File: src/rtl/wta_bus_src_mux_buf_pkg.sv
// Shared constants and entry type for the accumulator-bus source mux and its skid FIFO.
// The parity feature is enabled by defining WTA_MUX_PARITY_EN.
package wta_mux_pkg;

  localparam int WTA_WIDTH   = 16;
  localparam int WTA_NUM_SRC = 15;
  localparam int WTA_SEL_W   = 4;

  // Source slot numbers as seen on io_sel
  localparam int SRC_N      = 0;
  localparam int SRC_M      = 1;
  localparam int SRC_P      = 2;
  localparam int SRC_R1     = 3;
  localparam int SRC_ROW    = 4;
  localparam int SRC_COL    = 5;
  localparam int SRC_CURR   = 6;
  localparam int SRC_SUM    = 7;
  localparam int SRC_STA    = 8;
  localparam int SRC_STB    = 9;
  localparam int SRC_STC    = 10;
  localparam int SRC_A      = 11;
  localparam int SRC_B      = 12;
  localparam int SRC_R      = 13;
  localparam int SRC_COREID = 14;

  typedef struct packed {
    logic [WTA_WIDTH-1:0] data;
    logic                 err;
    logic                 par;
  } wta_entry_t;

endpackage

File: src/rtl/wta_bus_src_mux_buf_if.sv
// Request/response bundle between the register-file side (master) and the source mux buffer (slave).
// The parity line is always present; it is only meaningful when WTA_MUX_PARITY_EN is defined.
interface wta_bus_src_mux_buf_if
  import wta_mux_pkg::*;
#(
  parameter int WIDTH   = WTA_WIDTH,
  parameter int NUM_SRC = WTA_NUM_SRC,
  parameter int SEL_W   = WTA_SEL_W
);

  logic                     io_en;
  logic [SEL_W-1:0]         io_sel;
  logic                     io_reqReady;
  logic [NUM_SRC*WIDTH-1:0] io_src;
  logic                     io_outValid;
  logic                     io_outReady;
  logic [WIDTH-1:0]         io_muxOut;
  logic                     io_outErr;
  logic                     io_muxParity;

  modport master (
    output io_en, io_sel, io_src, io_outReady,
    input  io_reqReady, io_outValid, io_muxOut, io_outErr, io_muxParity
  );

  modport slave (
    input  io_en, io_sel, io_src, io_outReady,
    output io_reqReady, io_outValid, io_muxOut, io_outErr, io_muxParity
  );

endinterface

File: src/rtl/wta_bus_src_mux_buf_skid_fifo2.sv
// Two-entry valid/ready FIFO kept as a head/tail shift pair so the head register drives the output
// directly and keeps the last popped word when the FIFO drains.
module wta_skid_fifo2
  import wta_mux_pkg::*;
#(
  parameter type entry_t = wta_entry_t
) (
  input  logic   clock,
  input  logic   reset,
  input  logic   in_valid_i,
  output logic   in_ready_o,
  input  entry_t in_data_i,
  output logic   out_valid_o,
  input  logic   out_ready_i,
  output entry_t out_data_o
);

  logic [1:0] count_q, count_d;
  entry_t     head_q, head_d;
  entry_t     tail_q, tail_d;
  logic       push;
  logic       pop;

  // Ready depends on occupancy only, never on in_valid_i
  assign in_ready_o  = (count_q != 2'd2);
  assign out_valid_o = (count_q != 2'd0);
  assign out_data_o  = head_q;

  assign push = in_valid_i && in_ready_o;
  assign pop  = out_valid_o && out_ready_i;

  always_comb begin
    count_d = count_q;
    head_d  = head_q;
    tail_d  = tail_q;
    case ({push, pop})
      2'b10: begin
        count_d = count_q + 2'd1;
        if (count_q == 2'd0) begin
          head_d = in_data_i;
        end else begin
          tail_d = in_data_i;
        end
      end
      2'b01: begin
        count_d = count_q - 2'd1;
        if (count_q == 2'd2) begin
          head_d = tail_q;
        end
      end
      // Simultaneous push and pop can only happen with one word held
      2'b11: head_d = in_data_i;
      default: ;
    endcase
  end

  always_ff @(posedge clock or posedge reset) begin
    if (reset) begin
      count_q <= 2'd0;
      head_q  <= '0;
      tail_q  <= '0;
    end else begin
      count_q <= count_d;
      head_q  <= head_d;
      tail_q  <= tail_d;
    end
  end

endmodule

File: src/rtl/wta_bus_src_mux_buf.sv
// Accumulator-bus source select: picks one of NUM_SRC sources, tags out-of-range selects, buffers in a
// 2-entry skid FIFO. Optional per-entry even parity when WTA_MUX_PARITY_EN is defined.
module wta_bus_src_mux_buf
  import wta_mux_pkg::*;
#(
  parameter int WIDTH   = WTA_WIDTH,
  parameter int NUM_SRC = WTA_NUM_SRC,
  parameter int SEL_W   = WTA_SEL_W
) (
  input logic                  clock,
  input logic                  reset,
  wta_bus_src_mux_buf_if.slave bus
);

  typedef struct packed {
    logic [WIDTH-1:0] data;
    logic             err;
    logic             par;
  } buf_entry_t;

  logic [WIDTH-1:0] src_arr [NUM_SRC];
  logic [WIDTH-1:0] sel_data;
  logic             sel_hit;
  buf_entry_t       push_entry;
  buf_entry_t       head_entry;

  for (genvar gi = 0; gi < NUM_SRC; gi++) begin : g_src
    assign src_arr[gi] = bus.io_src[gi*WIDTH +: WIDTH];
  end

  // Out-of-range selects fall through with zero data and no hit
  always_comb begin
    sel_data = '0;
    sel_hit  = 1'b0;
    for (int k = 0; k < NUM_SRC; k++) begin
      if (bus.io_sel == SEL_W'(k)) begin
        sel_data = src_arr[k];
        sel_hit  = 1'b1;
      end
    end
  end

  always_comb begin
    push_entry      = '0;
    push_entry.data = sel_data;
    push_entry.err  = ~sel_hit;
`ifdef WTA_MUX_PARITY_EN
    push_entry.par  = sel_hit & (^sel_data);
`endif
  end

  wta_skid_fifo2 #(
    .entry_t (buf_entry_t)
  ) u_fifo (
    .clock       (clock),
    .reset       (reset),
    .in_valid_i  (bus.io_en),
    .in_ready_o  (bus.io_reqReady),
    .in_data_i   (push_entry),
    .out_valid_o (bus.io_outValid),
    .out_ready_i (bus.io_outReady),
    .out_data_o  (head_entry)
  );

  assign bus.io_muxOut = head_entry.data;
  assign bus.io_outErr = head_entry.err;

`ifdef WTA_MUX_PARITY_EN
  assign bus.io_muxParity = head_entry.par;
`else
  logic unused_par;
  assign unused_par       = head_entry.par;
  assign bus.io_muxParity = 1'b0;
`endif

endmodule

File: src/flat_wrapper.sv
// flat-port wrapper written by rule: the top's interface ports become plain ports
module wta_bus_src_mux_buf_flat import wta_mux_pkg::*;
#(
  parameter int WIDTH   = WTA_WIDTH,
  parameter int NUM_SRC = WTA_NUM_SRC,
  parameter int SEL_W   = WTA_SEL_W
)
  (clock, reset, bus_io_en, bus_io_sel, bus_io_src, bus_io_outReady, bus_io_reqReady, bus_io_outValid, bus_io_muxOut, bus_io_outErr, bus_io_muxParity);
  wta_bus_src_mux_buf_if #(.WIDTH(WIDTH), .NUM_SRC(NUM_SRC), .SEL_W(SEL_W)) bus_i ();
  input logic clock;
  input logic reset;
  input wire logic [$bits(bus_i.io_en)-1:0] bus_io_en;
  input wire logic [$bits(bus_i.io_sel)-1:0] bus_io_sel;
  input wire logic [$bits(bus_i.io_src)-1:0] bus_io_src;
  input wire logic [$bits(bus_i.io_outReady)-1:0] bus_io_outReady;
  output wire logic [$bits(bus_i.io_reqReady)-1:0] bus_io_reqReady;
  output wire logic [$bits(bus_i.io_outValid)-1:0] bus_io_outValid;
  output wire logic [$bits(bus_i.io_muxOut)-1:0] bus_io_muxOut;
  output wire logic [$bits(bus_i.io_outErr)-1:0] bus_io_outErr;
  output wire logic [$bits(bus_i.io_muxParity)-1:0] bus_io_muxParity;
  assign bus_i.io_en = bus_io_en;
  assign bus_i.io_sel = bus_io_sel;
  assign bus_i.io_src = bus_io_src;
  assign bus_i.io_outReady = bus_io_outReady;
  assign bus_io_reqReady = bus_i.io_reqReady;
  assign bus_io_outValid = bus_i.io_outValid;
  assign bus_io_muxOut = bus_i.io_muxOut;
  assign bus_io_outErr = bus_i.io_outErr;
  assign bus_io_muxParity = bus_i.io_muxParity;
  wta_bus_src_mux_buf #(.WIDTH(WIDTH), .NUM_SRC(NUM_SRC), .SEL_W(SEL_W)) u_core (.clock(clock), .reset(reset), .bus(bus_i));
endmodule
File: config.mk
export PLATFORM = sky130hd
export DESIGN_NAME = wta_bus_src_mux_buf_flat
export DESIGN_NICKNAME = d
export VERILOG_FILES = /design/src/rtl/wta_bus_src_mux_buf_pkg.sv /design/src/rtl/wta_bus_src_mux_buf_if.sv /design/src/rtl/wta_bus_src_mux_buf_skid_fifo2.sv /design/src/rtl/wta_bus_src_mux_buf.sv /design/src/flat_wrapper.sv
export SDC_FILE = /design/constraint.sdc
export NUM_CORES = 1
export LEC_CHECK = 0
export ABC_CLOCK_PERIOD_IN_PS = 2500
export BUFFER_PORTS_ARGS = -buffer_cell sky130_fd_sc_hd__buf_2
export CAP_MARGIN = 20
export CORE_AREA = 2 2 105 107
export CTS_BUF_LIST = sky130_fd_sc_hd__clkbuf_8 sky130_fd_sc_hd__clkbuf_16
export CTS_CLUSTER_DIAMETER = 150
export CTS_CLUSTER_SIZE = 14
export DETAILED_ROUTE_END_ITERATION = 8
export DIE_AREA = 0 0 107 109
export GPL_TIMING_DRIVEN = 0
export PLACE_DENSITY = 0.8
export SYNTH_ARGS = -nofsm -noshare
export SYNTH_HDL_FRONTEND = slang
export SYNTH_SLANG_ARGS = --single-unit
File: constraint.sdc
create_clock -name clock -period 2.5 [get_ports clock]
set_input_delay 0.125 -clock clock [delete_from_list [all_inputs] [get_ports clock]]
set_output_delay 0.125 -clock clock [all_outputs]
set_load 0.01 [all_outputs]
## Word-level counts from Yosys, hierarchy flattened

Index checks and enable logic that the tools add are counted.
W data, S select, Z words.

| operators by class | value |
|---|---|
| $add $sub $neg | 2 |
| multipliers | 0 |
| divide/modulo/power cells | 0 |
| magnitude comparators | 0 |
| eq/ne operators | 21 |
| shift operators | 0 |
| multiplexer cells | 34 |
| bitwise logic cells | 2 |
| reduce and logical (&&, ||, !) cells | 9 |

Operator list:

| operator | count |
|---|---|
| $mux W16 | 15 |
| $pmux W18 S3 | 1 |
| $mux W18 | 2 |
| $eq A4 B4 Y1 const B | 7 |
| $eq A4 B3 Y1 const B | 4 |
| $mux W1 | 15 |
| $eq A4 B2 Y1 const B | 2 |
| $eq A2 B2 Y1 const B | 3 |
| $ne A2 B2 Y1 const B | 3 |
| $eq A4 B1 Y1 const B | 1 |
| $logic_not A4 Y1 | 1 |
| $pmux W2 S2 | 1 |
| $reduce_bool A2 Y1 | 2 |
| $reduce_and A3 Y1 | 1 |
| $reduce_bool A3 Y1 | 1 |
| $add A2 B1 Y2 const B | 1 |
| $eq A2 B1 Y1 const B | 1 |
| $logic_and A1 B1 Y1 | 2 |
| $logic_not A2 Y1 | 1 |
| $not A1 Y1 | 2 |
| $reduce_and A2 Y1 | 1 |
| $sub A2 B1 Y2 const B | 1 |

| word-level totals | value |
|---|---|
| bits in registers | 36 |
| bits in latches | 0 |
| memory bits (writable) | 0 |
| memory bits (read-only) | 0 |
| input bits | 248 |
| memories kept | 0 |

## Longest topological paths before layout

| logic depth | value |
|---|---|
| word-level depth | 19 |
| depth in mapped cells | 11 |
| mapped depth without buffers | 9 |

## By module

From an unflattened synthesis, not the netlist that was laid out.

| second synthesis, totals | value |
|---|---|
| cells, all modules | 541 |
| area, all modules | 4515.6 µm² |

Modules (own cells, without submodules):

| module | instances | cells each | area each (µm²) | sequential area each (µm²) |
|---|---|---|---|---|
| wta_bus_src_mux_buf | 1 | 425 | 2725.1 | 0.0 |
| wta_skid_fifo2 | 1 | 116 | 1790.5 | 950.9 |

## Worst setup path before layout

Ideal clock, no wire load.

| timing path | value |
|---|---|
| path kind | register to register |
| start | reg u_core.u_fifo.count_q[0] |
| end | reg u_core.u_fifo.head_q, in the netlist u_core.u_fifo.out_data_o[17] |
| setup time | 0.142 ns |
| data arrival time | 2.158 ns |
| required time | 2.358 ns |
| setup slack | 0.200 ns |
| cell stages (with the launch flop) | 10 |
| buffers on the path | 2 |
| period minus slack after synthesis | 2.300 ns |
| cells stage by stage | dfrtp_1 > clkbuf_1 > or2_2 > nand2_1 > ha_1 > o22ai_1 > o21ai_1 > or2_2 > buf_1 > o221ai_1 |

| on the way | value |
|---|---|
| word-level cells in the longest chain between the ends | 5 |
| elaborated cells on any way between the ends | 14 |

RTL lines:

| what | RTL line | RTL |
|---|---|---|
| start, declared | wta_bus_src_mux_buf_skid_fifo2.sv:18 | `logic [1:0] count_q, count_d;` |
| start signal, assigned | wta_bus_src_mux_buf_skid_fifo2.sv:63 | `count_q <= count_d;` |
| $reduce_bool A2 Y1 (*) | wta_bus_src_mux_buf_skid_fifo2.sv:26 | `assign out_valid_o = (count_q != 2'd0);` |
| named net bus_io_outValid | flat_wrapper.sv:17 | `output wire logic [$bits(bus_i.io_outValid)-1:0] bus_io_outValid;` |
| $logic_and A1 B1 Y1 (*) | wta_bus_src_mux_buf_skid_fifo2.sv:30 | `assign pop = out_valid_o && out_ready_i;` |
| $eq A2 B1 Y1 / $eq A2 B2 Y1 (equally long branches) | wta_bus_src_mux_buf_skid_fifo2.sv:36 | `case ({push, pop})` |
| $ne A2 B2 Y1 (no source line) / $reduce_bool A3 Y1 (equally long branches) | n/a |  |
| $reduce_and A3 Y1 (no source line) | n/a |  |
| end signal, assigned | wta_bus_src_mux_buf_skid_fifo2.sv:60 | `head_q <= '0;` |
| end signal, assigned | wta_bus_src_mux_buf_skid_fifo2.sv:64 | `head_q <= head_d;` |
| end, declared | wta_bus_src_mux_buf_skid_fifo2.sv:19 | `entry_t head_q, head_d;` |

Mark *: on every way through the listed nets, which the timed path passes. The rest lies on a longest branch.
A chain may end at the register's enable or synchronous reset.

## Final worst setup path

| timing path | value |
|---|---|
| start | reg u_core.u_fifo.count_q[0] |
| end | reg u_core.u_fifo.head_q, in the netlist u_core.u_fifo.out_data_o[5] |

| on the way | value |
|---|---|
| word-level cells in the longest chain between the ends | 5 |
| elaborated cells on any way between the ends | 14 |

RTL lines:

| what | RTL line |
|---|---|
| $ne A2 B2 Y1 / $reduce_bool A2 Y1 (equally long branches) | wta_bus_src_mux_buf_skid_fifo2.sv:25, wta_bus_src_mux_buf_skid_fifo2.sv:26 |
| $logic_and A1 B1 Y1 (on tied branches) | wta_bus_src_mux_buf_skid_fifo2.sv:29, wta_bus_src_mux_buf_skid_fifo2.sv:30 |
| $eq A2 B1 Y1 / $eq A2 B2 Y1 (equally long branches) | wta_bus_src_mux_buf_skid_fifo2.sv:36 |
| $ne A2 B2 Y1 (no source line) / $reduce_bool A3 Y1 (equally long branches) | n/a |
| $reduce_and A3 Y1 (no source line) | n/a |

Several ways; a longest one is shown, not always the timed one.

==> flow_summary.toml <==
[worst_setup_path]
required_ns = 2.65
crit_type = "reg -> reg"
crit_family = "compound AO/OA/AOI/OAI gates"
worst-path-max-fanout = 10
cp.arrival_ns = 2.52
path_buf_inv = 2
cpMaxStageDelayCell = "or2_2"
cpMostUsedCell = "clkbuf_1"
cp-start-kind = "flip-flop"
worstSetupEndpointType = "flip-flop"
crit_chain = "clkbuf_1 > or2_2 > nand2_1 > ha_1 > o22ai_1 > o21ai_4 > clkbuf_1 > o221ai_1"
cpPeakStageDelay_ns = 0.38

[die]
dieArea_um2 = 11660
rows = 38
die_width_um = 107
initial_core_util = 0.4122
ioPinCount = 268
die_h_um = 109
coreArea_um2 = 10600

[final_layout]
syn_to_final_growth_pct = 37.19
final_nets = 1106
n_antenna_cell = 0
drive_gt1_frac = 0.4077
final_util = 0.5655
fin_area_um2 = 5996

[power]
power_density_nw_per_um2 = 542.5
cellLeakagePower_nw = 2.831
pwr-share-comb = 0.577
power.switching_mw = 1.430
p_int_mw = 1.823
max-vdd-ir-drop_mv = 0.4106
power_switching_share = 0.4396
pwr-share-seq = 0.304
clockPowerShare = 0.118

[yosys]
synth_top_family_by_area = "compound AO/OA/AOI/OAI gates"
ys.flop_type = "dfrtp_1"
async_reset_ff_frac = 1.000
synth-compound-area-share = 0.4111
syn_nets = 833
synthMuxAreaShare = 0.06842
yosys.cell_types.count = 69
syn_area_um2 = 4370
synth_area_leader_cell = "dfrtp_1"
synth_edf_count = 0
syn_inst = 583
syn_area_per_cell_um2 = 7.496
yosysWarnings = 0
ys_ff_latch = 36
ys_seq_area_frac = 0.2061
synth_top_area_share = 0.2061
synthSimpleGateAreaFrac = 0.2087
yosys-top-cells-area = "dfrtp_1 (21%), nand2_1 (6.4%), a21oi_1 (5.4%), o21ai_0 (4.7%), o221ai_1 (4.4%)"
synth-xor-area-share = 0.006012
synthAdderAreaFrac = 0.005726

[hold_path]
min_path_type = "in -> reg"

[routing]
vias_per_cell = 6.264
first_iter_violations = 760
wl_per_cell_um = 21.95
drc = 0
wl_um = 21860
ant_nets = 0
num_vias = 6239
first_pass_iters = 6

[placed_design]
portBuffers = 265
dp_hpwl_um = 17450
place.gp.congestion = 0.9796
placed_cell_area_um2 = 5899
dp_slack_ns = -0.2200

[sta]
period_share = 0.9455
post-route-min-period_ns = 2.364
hold_violations = 0
fmax_mhz = 423.1
final-setup-viol-count = 0
fin_worst_skew_ns = 0.007140
setup_slack_ns = 0.1363
tns_ns = 0
slew_violations = 0
worst_pin_slew_ns = 0.8137
rsz0062_at_grt = "yes"
slew_headroom = 0.4575

[global_routing]
grt_max_degree = 22
first_global_vias = 5832
grtUsageTotal = 0.3608
grt_pass1_wl_um = 31800
gr-usage-met1 = 0.4546
gr-max-usage-layer = "met2"
antenna_found_initial = 0
grt_util_met2 = 0.6069
gr-total-overflow = 0
grt_use_met3 = 0.07113

[clocking]
ctsRootBufferMaster = "clkbuf_8"
numCtsBuffers = 5
cts_tree = "yes"
cts_setup_buffers = 0
clk_path_buf_depth = 2
h-tree-depth = 2
clock-sinks = 36
insertion_delay_ns = 0.29
path_clk_slew_ns = 0.07

[flow_run]
drv_cap = 0

[outcome]
outcome = "completed"
per-stage QoR:
step	std cells	power [mW]	hold WS [ns]
global route	996	3.479	0.2158
floorplan	583	2.131	0.2920
CTS	997	3.228	0.1886
global placement	988	2.772	0.4612
finish	996	3.253	0.1857
detailed placement	989	2.822	0.2512
final timing paths:
kind	from	depth (start not counted)	to	slack [ns]
min reg2reg	u_core.u_fifo.tail_q[5]	2	u_core.u_fifo.tail_q[5]	0.48
min in group asynchronous	reset	3	u_core.u_fifo.out_data_o[1]	0.49
max in group asynchronous	reset	4	u_core.u_fifo.out_data_o[7]	1.47
max	u_core.u_fifo.count_q[0]	8	u_core.u_fifo.out_data_o[5]	0.14
max reg2reg	u_core.u_fifo.count_q[0]	8	u_core.u_fifo.out_data_o[5]	0.14
min	bus_io_src[222]	3	u_core.u_fifo.out_data_o[16]	0.19
registers in the layout (all words and copies together) (netlist names):
| name | flops |
|---|---|
| u_core.u_fifo.out_data_o | 17 |
| u_core.u_fifo.tail_q | 17 |
| u_core.u_fifo.count_q | 2 |
power by group through the flow:
stage / logic [mW] / registers [mW] / clock network [mW]
floorplan: 1.10 / 1.03 / 0
global placement: 1.78 / 0.990 / 0
detailed placement: 1.82 / 0.998 / 0
CTS: 1.86 / 0.987 / 0.382
global route: 2.06 / 1.02 / 0.401
finish: 1.88 / 0.990 / 0.385
cells in the mapped netlist (10+ instances only):
library cell and n:
a21o_1 12, clkbuf_1 14, o22ai_1 29, a21oi_1 47, a22oi_1 11, nand2_1 74
nor2_1 28, o21ai_0 41, nand3_1 10, nor3_1 10, buf_2 25, mux2i_1 13
inv_1 13, o221ai_1 22, buf_4 11, dfrtp_1 36, nor2b_1 18
worst register-to-register path, stage by stage (launching register included):
cell and delay (ns):
dfrtp_1 0.36, clkbuf_1 0.19, or2_2 0.38, nand2_1 0.11
ha_1 0.22, o22ai_1 0.13, o21ai_4 0.27, clkbuf_1 0.37
o221ai_1 0.19
cells in the final DEF (no fill, tap or decap), types with 5 or more instances in the layout:
cell type / instances
o211ai_1: 8
nand3_1: 10
inv_1: 14
or3_1: 5
buf_6: 7
a221o_1: 5
dfrtp_1: 36
a22oi_1: 11
mux2i_1: 13
buf_4: 11
nor3_1: 10
nand2b_1: 7
o221ai_1: 22
o22a_1: 5
a311oi_1: 7
o32ai_1: 5
a21o_1: 12
a21oi_1: 47
a31oi_1: 8
nor2b_1: 18
o22ai_1: 29
nand4_1: 6
o21ai_1: 9
buf_2: 291
a221oi_1: 9
mux2_2: 9
clkbuf_8: 5
o21ai_0: 40
nor2_1: 28
nand2_1: 74
clkbuf_1: 13
cell families after synthesis:
group                      after synthesis
buffers and inverters                   75
and+or+nand+nor                        184
AOI/OAI and AO/OA                      257
other                                    1
DFF                                     36
muxes                                   25
xor gates and xnor gates                 3
adders and majority gates                2
timing repair:
action / CTS / global route
endpoints found under the setup margin: 17 / 11
hold endpoints to repair: 15 / 0
hold buffers: 1 / 0
gates resized for setup: 3 / 2
routing by layer:
metal | vias up | part of all wire | wire length, um
met4 | 0 | 0.045 | 978
met1 | 2829 | 0.38 | 8248
li1 | 2782 | - | -
met3 | 92 | 0.12 | 2705
met5 | - | 0 | 0
met2 | 536 | 0.45 | 9928
cell type report:
class                      instances  area (um2)
sequential                        36       900.9
tap                              140       175.2
clock buffer                       5       68.82
buffer                            58       344.1
multi-input combinational        472        3074
clock inverter                     2       8.758
inverter                          16       60.06
fill                            1081        4607
timing repair buffer             267        1364
(Power assumes the default switching activity.)
